--- src/rtl/kv_vector_streamer_pkg.sv ---
// kv_vector_streamer_pkg: shared widths, vector typedefs and the FIFO entry struct for the K/V streamers
package kv_vector_streamer_pkg;
  localparam int BLOCK_W = 64;
  localparam int ELEM_W = 8;
  localparam int DIM = 64;
  localparam int VEC_W = DIM * ELEM_W;
  localparam int BEATS = VEC_W / BLOCK_W;
  localparam int DEPTH = 2;
  localparam int NUM_PES = 4;
  localparam int SEQ_LEN = 128;
  localparam int PTR_W = $clog2(DEPTH) + 1;
  typedef logic [BLOCK_W-1:0] mem_block_t;
  typedef logic [VEC_W-1:0] k_vector_t;
  typedef logic [VEC_W-1:0] v_vector_t;
  typedef struct packed {
    k_vector_t vector;
    logic last;
  } kv_entry_t;
endpackage

--- src/rtl/kv_vector_streamer_vec_fifo.sv ---
// kv_vector_streamer_vec_fifo: DEPTH-entry vector FIFO with register-driven head, extra-MSB pointers, clear flush
module kv_vector_streamer_vec_fifo
  import kv_vector_streamer_pkg::*;
(
  input  logic             clk,
  input  logic             rst,
  input  logic             clear,
  input  logic             push,
  input  logic             pop,
  input  kv_entry_t        din,
  output kv_entry_t        head,
  output logic             full,
  output logic             empty,
  output logic [PTR_W-1:0] count
);
  localparam int AW = PTR_W - 1;
  logic [PTR_W-1:0] wr_ptr, rd_ptr;
  kv_entry_t mem [DEPTH];
  assign count = wr_ptr - rd_ptr;
  assign empty = count == '0;
  assign full = count == PTR_W'(DEPTH);
  assign head = mem[rd_ptr[AW-1:0]];
  always_ff @(posedge clk or negedge rst) begin
    if (!rst) begin
      wr_ptr <= '0;
      rd_ptr <= '0;
      for (int i = 0; i < DEPTH; i++) mem[i] <= '0;
    end else if (clear) begin
      wr_ptr <= '0;
      rd_ptr <= '0;
    end else begin
      if (push) begin
        mem[wr_ptr[AW-1:0]] <= din;
        wr_ptr <= wr_ptr + 1'b1;
      end
      if (pop) rd_ptr <= rd_ptr + 1'b1;
    end
  end
endmodule

--- src/rtl/kv_vector_streamer.sv ---
// kv_vector_streamer: packs memory beats into K/V vectors, queues them, broadcasts to all PEs, tags sequence end
module kv_vector_streamer
  import kv_vector_streamer_pkg::*;
(
  input  logic               clk,
  input  logic               rst,
  input  logic               clear,
  input  logic               in_valid,
  output logic               in_ready,
  input  logic [BLOCK_W-1:0] in_data,
  output logic               out_valid,
  output logic [VEC_W-1:0]   out_vector,
  output logic               out_last,
  input  logic [NUM_PES-1:0] pe_rdy,
  output logic [PTR_W-1:0]   occupancy
);
  localparam int BW = $clog2(BEATS);
  localparam int SW = $clog2(SEQ_LEN);
  logic [BW-1:0] beat_cnt;
  logic [SW-1:0] vec_cnt;
  mem_block_t beats_q [BEATS-1];
  logic last_beat, accept, push, pop, full, empty;
  kv_entry_t din, head;
  assign last_beat = beat_cnt == BW'(BEATS - 1);
  assign pop = out_valid & (&pe_rdy);
  assign in_ready = clear | ~last_beat | ~full | pop;
  assign accept = in_valid & in_ready & ~clear;
  assign push = accept & last_beat;
  always_comb begin
    din.vector = '0;
    for (int i = 0; i < BEATS - 1; i++) din.vector[i*BLOCK_W +: BLOCK_W] = beats_q[i];
    din.vector[(BEATS-1)*BLOCK_W +: BLOCK_W] = in_data;
    din.last = vec_cnt == SW'(SEQ_LEN - 1);
  end
  always_ff @(posedge clk) begin
    if (accept && !last_beat) beats_q[beat_cnt] <= in_data;
  end
  always_ff @(posedge clk or negedge rst) begin
    if (!rst) begin
      beat_cnt <= '0;
      vec_cnt <= '0;
    end else if (clear) begin
      beat_cnt <= '0;
      vec_cnt <= '0;
    end else if (accept) begin
      beat_cnt <= last_beat ? '0 : beat_cnt + 1'b1;
      vec_cnt <= !last_beat ? vec_cnt : din.last ? '0 : vec_cnt + 1'b1;
    end
  end
  kv_vector_streamer_vec_fifo u_fifo (
    .clk   (clk),
    .rst   (rst),
    .clear (clear),
    .push  (push),
    .pop   (pop),
    .din   (din),
    .head  (head),
    .full  (full),
    .empty (empty),
    .count (occupancy)
  );
  assign out_valid = ~empty;
  assign out_vector = head.vector;
  assign out_last = head.last;
  a_no_overflow: assert property (@(posedge clk) disable iff (!rst) (full & push) |-> pop);
  a_head_stable: assert property (@(posedge clk) disable iff (!rst) (out_valid & ~pop & ~clear) |=> $stable(out_vector));
  a_occ_bound: assert property (@(posedge clk) disable iff (!rst) occupancy <= PTR_W'(DEPTH));
endmodule
--- config.mk ---
export PLATFORM = sky130hd
export DESIGN_NAME = kv_vector_streamer
export DESIGN_NICKNAME = d
export VERILOG_FILES = /design/src/rtl/kv_vector_streamer_pkg.sv /design/src/rtl/kv_vector_streamer_vec_fifo.sv /design/src/rtl/kv_vector_streamer.sv
export SDC_FILE = /design/constraint.sdc
export NUM_CORES = 2
export LEC_CHECK = 0
export BUFFER_PORTS_ARGS = -buffer_cell sky130_fd_sc_hd__buf_2
export CAP_MARGIN = 20
export CORE_MARGIN = 10
export CORE_UTILIZATION = 50
export DETAILED_ROUTE_END_ITERATION = 8
export PLACE_DENSITY = 0.74
export REMOVE_ABC_BUFFERS = 1
export SYNTH_ARGS = -nofsm -noshare
export SYNTH_HDL_FRONTEND = slang
export SYNTH_SLANG_ARGS = --single-unit
--- constraint.sdc ---
create_clock -name clk -period 8.7 [get_ports clk]
set_input_delay 1.74 -clock clk [delete_from_list [all_inputs] [get_ports clk]]
set_output_delay 1.74 -clock clk [all_outputs]
set_load 0.1 [all_outputs]
==> summary.md <==
| Metric | Value |
|---|---|
| Sequential area share after synthesis | `0.6334` |
| Clk buf depth | `3` |
| CTS Root Cell | `clkbuf_16` |
| DR DRC count | `0` |
| Synth cell types | `35` |
| Rel. slew slack | `0.2579` |
| Leak | `between 30 and 40 nW` |
| Power per Cell Area | `between 150 and 200 nW/µm²` |
| Routed wire length | `139100 µm` |
| Worst-margin pin slew | `approximately 1.1 ns` |
| Largest net degree at the start of global routing | `163` |
| Design Power | `14.19 mW` |
| Outcome | `complete, no violations` |
| Post-CTS Repair Setup Buffers | `0` |
| Yosys top cell area share | `0.4176` |
| Initial antenna violation count | `5` |
| CTS sink cnt | `between 1k and 1.5k` |
| Most frequent cells in the layout | `dfrtp_1 (1039), mux2_4 (938), mux2_2 (599), buf_2 (587), edfxtp_1 (448)` |
| 1st-pass router iterations | `5` |
| Die Area | `139200 µm²` |
| Global routing's busiest layer | `met2` |
| Worst-path maximum fanout | `just over 60` |
| GRT overflow | `0` |
| Die Y-Extent | `373.1 µm` |
| Unrepaired setup endpoints after global routing | `no` |
| Antenna-violating nets left | `0` |
| Netlist Area Pre-Place | `between 60000 and 70000 µm²` |
| Synthesized flop and latch total | `~1.5k` |
| Port-buffer cells | `588` |
| Setup TNS | `0 ns` |
| 1st-iter DRT viols | `approximately 1.9k` |
| CP required | `just under 7 ns` |
| Global Route Usage Sum | `0.1970` |
| Global-route met1 utilization | `0.2787` |
| CP endpoint kind | `output port` |
| Worst EP arrival | `~3.7 ns` |
| Die Wd | `373.1 µm` |
| Io pins | `roughly 590` |
| CP Launch Type | `flop` |
| Final setup viols | `0` |
| Max capacitance violation total | `0` |
| PostCTS Resize Cnt | `0` |
| Site Rows | `129` |
| RePlAce Congestion | `0.7535` |
| Area delta synth->final | `14.81%` |
| GR Util met2 | `0.3059` |
| Initial Util | `0.5034` |
| Commonest non-fill, non-tap cell in the layout | `dfrtp_1` |
| Max-slew violation count | `0` |
| H-Tree Level Count | `4` |
| Max IR drop VDD | `193.3 µV` |
| Crit path time final | `~5.4 ns` |
| Wirelength per Cell | `about 24 µm` |
| Vias | `30.36k` |
| Met3 Resource Use GR | `0.04174` |
| Post-DP HPWL | `about 84000 µm` |
| Hold Fails Final Rpt | `0` |
| Maximum clock rate | `~190 MHz` |
| Core area | `roughly 120000 µm²` |
| CTS Buf Count | `~150` |
| Share of layout cells above drive strength 1 | `0.5983` |
| Setup Crit Path Kind | `reg -> out` |
| YS warnings | `0` |
| Avg Cell Area, Syn | `around 19 µm²` |
| Clock-pin transition on the worst setup and hold timing paths | `roughly 0.06 ns` |
| Via density | `5.344` |
| Vias in the first global route | `between 30k and 40k` |
| Final nets | `roughly 4k` |
| Min-delay worst type | `reg -> reg` |
| Period utilization | `0.6211` |
| Area leader, netlist | `dfrtp_1` |
| Post-CTS Hold Buffers | `0` |
| CTS tree | `done` |
| Worst skew pair latency | `0.78 ns` |
| First-pass GRT wire length | `around 210000 µm` |
| # fillers | `9225` |
| Synth area leaders | `dfrtp_1 (42%), mux2_4 (23%), edfxtp_1 (22%)` |
| Mapped Cells | `about 3.3k` |
| Clock Skews | `between 0.03 and 0.04 ns` |
[critical path, cell delays in order (launching register included)]
cell,delay (ns)
dfrtp_4,1.13
buf_4,0.86
mux2_2,0.35
buf_2,0.45
[kinds of logic after synthesis]
family,Yosys count,synth area share
AO/OA/AOI/OAI,20,0.002008
XOR/XNOR,4,0.0008031
adder cells (fa/ha/maj),4,0.0008031
buffers and inverters,184,0.02403
flip-flops,1488,0.6334
multiplexers,1540,0.3347
AND/OR/NAND/NOR,48,0.004256
[routing by layer]
| metal | part of all wire | vias up |
|---|---|---|
| met5 | 0.00024 | - |
| met4 | 0.023 | 6 |
| met3 | 0.048 | 201 |
| met2 | 0.47 | 706 |
| met1 | 0.46 | 16190 |
| li1 | - | 13260 |
[stage by stage]
step / cells / hold slack [ns] / utilization / worst slack [ns] / area, µm²
floorplan: 3113 / 0.4753 / - / -50.46 / 60860
global placement: 5394 / 0.4799 / 0.5371 / 3.736 / 66490
global route: 5681 / 0.5026 / 0.5780 / 3.165 / 71550
CTS: 5680 / 0.4724 / 0.5780 / 3.189 / 71550
finish: 5681 / 0.4747 / 0.5780 / 3.296 / 71550
detailed placement: 5394 / 0.4871 / 0.5371 / 3.720 / 66490
[worst paths after layout]
kind | from | end | slack (ns) | cells after the start
worst min-delay path | beats_q[0][34]$_DFFE_PP_ | u_fifo.mem[35]$_DFFE_PN0P_ | 0.47 | 1
worst max register to register | u_fifo.rd_ptr[0]$_DFFE_PN0P_ | u_fifo.mem[529]$_DFFE_PN0P_ | 4.26 | 7
worst min register to register | beats_q[0][34]$_DFFE_PP_ | u_fifo.mem[35]$_DFFE_PN0P_ | 0.47 | 1
min in group asynchronous | rst | u_fifo.mem[506]$_DFFE_PN0P_ | 0.96 | 1
worst max-delay path | u_fifo.rd_ptr[0]$_DFFE_PN0P_ | out_vector[111] | 3.30 | 3
max in group asynchronous | rst | u_fifo.mem[548]$_DFFE_PN0P_ | 5.64 | 3
[synth_stat cells (all sizes together)]
master,instances
o21ai,5
inv,9
and4,1
xor2,2
o211a,1
nand3b,4
ha,4
nand2b,2
o32ai,1
o31ai,1
nor4,2
and3,2
mux2i,3
xnor2,1
dfrtp,1040
o311a,1
xnor3,1
nor3,3
nand2,10
a21oi,8
o311ai,1
nor2b,1
a211oi,2
buf,116
nor2,12
clkbuf,59
nand4,2
nand3,6
or3,3
edfxtp,448
mux2,1537
[sequential cells by signal, summed over array words and instances, names as in the netlist]
register       count
u_fifo.wr_ptr      2
vec_cnt            7
u_fifo.mem      1026
beat_cnt           3
u_fifo.rd_ptr      2
beats_q          448
[where the power goes]
group	leakage [nW]	switching, mW	internal (mW)
clock	2.47	2.75	3.81
sequential	18.6	0.0219	7.26
combinational	12.8	0.282	0.0540
total	33.8	3.06	11.1
[final cells by class]
class	count	area, µm²	share of cell area
sequential	1488	39480	0.5518
multi-input combinational	1616	21410	0.2993
clock buffer	229	4385	0.06129
timing repair buffer	644	3511	0.04907
tap	1637	2048	0.02862
clock inverter	57	678.2	0.009477
inverter	9	33.78	0.0004721
antenna	1	2.502	0.00003497
Power figures use the tool's default switching activity.
